==> src/rtl/uart_tx_framer.sv <==
`default_nettype none
// ============================================================================
// Module      : uart_tx_framer
// Description : UART transmit framer. It sends a start bit, then DATA_BITS
//               data bits LSB first, an optional odd/even parity bit, and
//               STOP_BITS stop bits. Each bit lasts CLKS_PER_BIT clocks.
//               A frame starts only while the receiver asserts rts.
// Revision    : 1.0 - initial release
// ============================================================================
module uart_tx_framer #(
  parameter int DATA_BITS    = 8,
  parameter int CLKS_PER_BIT = 868,
  parameter int PARITY       = 0,
  parameter int STOP_BITS    = 1
) (
  input  logic                 clock,
  input  logic                 reset,
  input  logic [DATA_BITS-1:0] data,
  input  logic                 send,
  input  logic                 rts,
  output logic                 busy,
  output logic                 done,
  output logic                 tx
);

  localparam int BAUD_W = $clog2(CLKS_PER_BIT);
  localparam int BIT_W  = $clog2(DATA_BITS);

  localparam logic [BAUD_W-1:0] BAUD_LAST = BAUD_W'(CLKS_PER_BIT - 1);
  localparam logic [BIT_W-1:0]  DATA_LAST = BIT_W'(DATA_BITS - 1);
  localparam logic [BIT_W-1:0]  STOP_LAST = BIT_W'(STOP_BITS - 1);

  typedef enum logic [2:0] {
    S_IDLE  = 3'd0,
    S_START = 3'd1,
    S_DATA  = 3'd2,
    S_PAR   = 3'd3,
    S_STOP  = 3'd4
  } state_t;

  state_t                state_q, state_d;
  logic [BAUD_W-1:0]     baud_q, baud_d;
  logic [BIT_W-1:0]      bit_q, bit_d;
  // The parity bit sits above the data bits, so once every data bit has been
  // shifted out the parity bit is at position 0.
  logic [DATA_BITS:0]    shift_q, shift_d;
  logic                  tx_q, tx_d;
  logic                  busy_q, busy_d;
  logic                  done_q, done_d;
  logic                  parity_bit;
  logic                  bit_end;

  generate
    if (PARITY == 1) begin : g_parity_odd
      assign parity_bit = ~^data;
    end else if (PARITY == 2) begin : g_parity_even
      assign parity_bit = ^data;
    end else begin : g_parity_none
      assign parity_bit = 1'b1;
    end
  endgenerate

  // Next-state logic: bit timing, state sequencing and shift register updates.
  always_comb begin
    state_d = state_q;
    baud_d  = baud_q;
    bit_d   = bit_q;
    shift_d = shift_q;
    bit_end = (baud_q == BAUD_LAST);

    if (state_q != S_IDLE) begin
      baud_d = bit_end ? '0 : baud_q + BAUD_W'(1);
    end

    case (state_q)
      S_IDLE: begin
        if (send && rts) begin
          state_d = S_START;
          baud_d  = '0;
          bit_d   = '0;
          shift_d = {parity_bit, data};
        end
      end
      S_START: begin
        if (bit_end) begin
          state_d = S_DATA;
        end
      end
      S_DATA: begin
        if (bit_end) begin
          shift_d = {1'b1, shift_q[DATA_BITS:1]};
          if (bit_q == DATA_LAST) begin
            bit_d   = '0;
            state_d = (PARITY != 0) ? S_PAR : S_STOP;
          end else begin
            bit_d = bit_q + BIT_W'(1);
          end
        end
      end
      S_PAR: begin
        if (bit_end) begin
          state_d = S_STOP;
        end
      end
      S_STOP: begin
        if (bit_end) begin
          if (bit_q == STOP_LAST) begin
            bit_d   = '0;
            state_d = S_IDLE;
          end else begin
            bit_d = bit_q + BIT_W'(1);
          end
        end
      end
      default: begin
        state_d = S_IDLE;
      end
    endcase

    // Outputs are derived from the next state so the registered line changes
    // in the same cycle the state does.
    case (state_d)
      S_START: tx_d = 1'b0;
      S_DATA:  tx_d = shift_d[0];
      S_PAR:   tx_d = shift_d[0];
      default: tx_d = 1'b1;
    endcase
    busy_d = (state_d != S_IDLE);
    done_d = (state_q == S_STOP) && (state_d == S_IDLE);
  end

  // State and output registers; reset overrides any acceptance in that cycle.
  always_ff @(posedge clock) begin
    if (reset) begin
      state_q <= S_IDLE;
      baud_q  <= '0;
      bit_q   <= '0;
      shift_q <= '0;
      tx_q    <= 1'b1;
      busy_q  <= 1'b0;
      done_q  <= 1'b0;
    end else begin
      state_q <= state_d;
      baud_q  <= baud_d;
      bit_q   <= bit_d;
      shift_q <= shift_d;
      tx_q    <= tx_d;
      busy_q  <= busy_d;
      done_q  <= done_d;
    end
  end

  assign tx   = tx_q;
  assign busy = busy_q;
  assign done = done_q;

endmodule
`default_nettype wire

==> config.mk <==
export PLATFORM = sky130hd
export DESIGN_NAME = uart_tx_framer
export DESIGN_NICKNAME = d
export VERILOG_FILES = /design/src/rtl/uart_tx_framer.sv
export SDC_FILE = /design/constraint.sdc
export NUM_CORES = 1
export LEC_CHECK = 0
export BUFFER_PORTS_ARGS = -buffer_cell sky130_fd_sc_hd__buf_4
export CAP_MARGIN = 20
export CORE_MARGIN = 8
export CORE_UTILIZATION = 57
export DETAILED_ROUTE_END_ITERATION = 16
export GPL_ROUTABILITY_DRIVEN = 1
export GPL_TIMING_DRIVEN = 1
export PLACE_DENSITY = 0.77
export SLEW_MARGIN = 20
export SYNTH_ARGS = -nofsm -noshare
export SYNTH_HDL_FRONTEND = slang
export SYNTH_SLANG_ARGS = --single-unit
==> constraint.sdc <==
create_clock -name clock -period 3.25 [get_ports clock]
set_input_delay 0.975 -clock clock [delete_from_list [all_inputs] [get_ports clock]]
set_output_delay 0.975 -clock clock [all_outputs]
set_load 0.02 [all_outputs]
==> results.sh <==
export IMPL_period_needed_ps=2320
export IMPL_clkTransAtPathRegs_ps=150
export IMPL_synthCells=157
export IMPL_rows=17
export IMPL_endpoint_kind="register"
export IMPL_clock_sinks=28
export IMPL_min_path_cells=2
export IMPL_hold_viol_final=0
export IMPL_rsz0062_at_grt="false"
export IMPL_avgSynthCellArea_um2=8.73
export IMPL_wl_met3_um=170
export IMPL_min_period_over_period_pct=71.5
export IMPL_syn_nets=173
export IMPL_status="finished, final reports clean"
export IMPL_num_fill_cells=185
export IMPL_top_layer_used="met4"
export IMPL_ys_types=44
export IMPL_synth_compound_area_share_pct=23.1
export IMPL_ctsResizeCount=0
export IMPL_placed_area_um2=1470
export IMPL_start_util_pct=61.3
export IMPL_grt_pass1_vias=1178
export IMPL_yosysSeqAreaShare_pct=40.9
export IMPL_crit_fanout=12
export IMPL_cap_viol_max_count=0
export IMPL_slew_headroom_pct=52.3
export IMPL_mappedNetlistArea_um2=1370
export IMPL_grt_usage_pct=14.5
export IMPL_cts_setup_buffers=0
export IMPL_wl_met2_um=1410
export IMPL_routed_wl_um=2910
export IMPL_drc=0
export IMPL_dieArea_um2=4230
export IMPL_clock_latency_ps=330
export IMPL_synthSimpleGateAreaFrac_pct=25.6
export IMPL_drive_gt1_share_pct=14.9
export IMPL_power_total_mw=0.655
export IMPL_h_tree_depth=1
export IMPL_fin_cells=196
export IMPL_async_flop_share_pct=0
export IMPL_wl_per_cell_um=14.8
export IMPL_synth_flop_cell="dfxtp_1"
export IMPL_hold_slack_ps=469
export IMPL_required_ps=3490
export IMPL_vias=1217
export IMPL_fmax_mhz=430
export IMPL_r2r_cells=5
export IMPL_synth_edf_count=0
export IMPL_drt_iter0_drc=36
export IMPL_ir_worst_vdd_uv=318
export IMPL_setup_viol=0
export IMPL_core_um2=2230
export IMPL_setup_tns_ps=0
export IMPL_cts_max_path_buffers=2
export IMPL_drtAntennaViolNets=0
export IMPL_design_area_um2=1520
export IMPL_overflow=0
export IMPL_path_class="reg2reg"
export IMPL_numCtsBuffers=3
export IMPL_via_per_inst=6.21
export IMPL_cts_root_buffer="clkbuf_4"
export IMPL_leakagePower_nw=0.557
export IMPL_wl_met1_um=1280
export IMPL_grt_max_degree=29
export IMPL_skew_ps=1.99
export IMPL_power_density_nw_per_um2=430
export IMPL_syn_to_final_growth_pct=11.1
export IMPL_numPortBuffers=14
export IMPL_cts_hold_buf=0
export IMPL_yosysWarnings=0
export IMPL_finalMaxSlewViolations=0
export IMPL_fp_dieH_um=65.0
export IMPL_hold_path_class="reg2reg"
export IMPL_die_w_um=65.0
export IMPL_cts_tree="yes"
export IMPL_synth_adder_area_share_pct=3.65
export IMPL_dp_cells=192
export IMPL_gp_congestion=0.835
export IMPL_synth_mux_area_share_pct=1.46
export IMPL_worstMarginPinSlew_ps=713
export IMPL_dp_hpwl_um=2090
export IMPL_diodes=0
export IMPL_start_kind="register"
export IMPL_drtPass1Iterations=4
export IMPL_reg2reg_slack_ps=930
export IMPL_final_nets=185
export IMPL_synthXorXnorAreaFrac_pct=1.28
export IMPL_synth_top_family_by_area="simple AND/OR/NAND/NOR gates"
export IMPL_antenna_found_initial=0
export IMPL_grt_pass1_wl_um=5120
export IMPL_ys_ff_latch=28
export IMPL_ios=15
export IMPL_cp_arrival_ps=2570
metrics by stage:
step	utilization, %	worst slack, ps
finish	68.2	926
global route	68.2	789
CTS	68.2	965
detailed placement	65.8	882
global placement	65.8	913
floorplan	-	1190
power breakdown:
group,internal [mW],total [mW],switching (mW)
logic,0.0262,0.0622,0.0360
registers,0.353,0.360,0.00696
clock network,0.125,0.233,0.108
worst max-delay path: stages (launching register included):
cell     delay [ps]
dfxtp_1         400
or4b_1          670
nor3_1          480
nor2_1          310
o21ai_0         300
nor2_1           80
final timing paths:
kind              startpoint    endpoint
setup / recovery   baud_q[2]   baud_q[4]
setup reg to reg   baud_q[2]   baud_q[4]
hold / removal    shift_q[3]  shift_q[3]
hold reg to reg   shift_q[3]  shift_q[3]
cell usage in the layout, fill, tap and decap left out, drive strengths merged, types with 4 or more instances in the layout:
master,Yosys,layout
nand2,19,19
nor3,5,5
ha,4,4
dfxtp,28,28
a22oi,8,8
o21ai,4,4
inv,4,4
a21oi,12,12
a311oi,4,4
buf,3,14
nor3b,5,5
nor2,18,18
metal layers:
layer | up-vias | track usage (%)
met5 | - | 0
met4 | 0 | 7.63
met3 | 5 | 2.58
met2 | 35 | 24.5
met1 | 578 | 17.1
li1 | 599 | -
final cells by class:
type,instances,area (µm²),share of cell area (%)
flip-flops and latches,28,561,36.8
repair buffers,14,105,6.90
multi-input cells,118,754,49.5
well taps,28,35.0,2.30
clock buffers,3,22.5,1.48
inverters,4,15.0,0.986
clock inverters,1,30.0,1.97
state kept, by name, summed over array words and instances, names as in the netlist:
signal	flops
tx	1
done	1
state_q	3
shift_q	9
busy	1
bit_q	3
baud_q	10
cells in the mapped netlist (all sizes together) (3+ instances only):
library cell | number | area (µm²)
ha | 4 | 50.1
a22oi | 8 | 60.1
nor3b | 5 | 37.5
dfxtp | 28 | 561
or3 | 3 | 18.8
buf | 3 | 20.0
inv | 4 | 15.0
clkbuf | 3 | 11.3
nand2 | 19 | 71.3
a21oi | 12 | 60.1
a311oi | 4 | 35.0
o21ai | 4 | 20.0
nor2 | 18 | 70.1
a31oi | 3 | 18.8
nor3 | 5 | 25.0
cell families (layout without fill, tap and decap cells):
family                     Yosys count  count (layout)
AOI/OAI and AO/OA                   43              43
adders and majority gates            4               4
muxes                                2               2
and+or+nand+nor                     67              67
xor gates and xnor gates             2               2
buffers and inverters               11              22
DFF                                 28              28
Power figures use the tool's default switching activity.
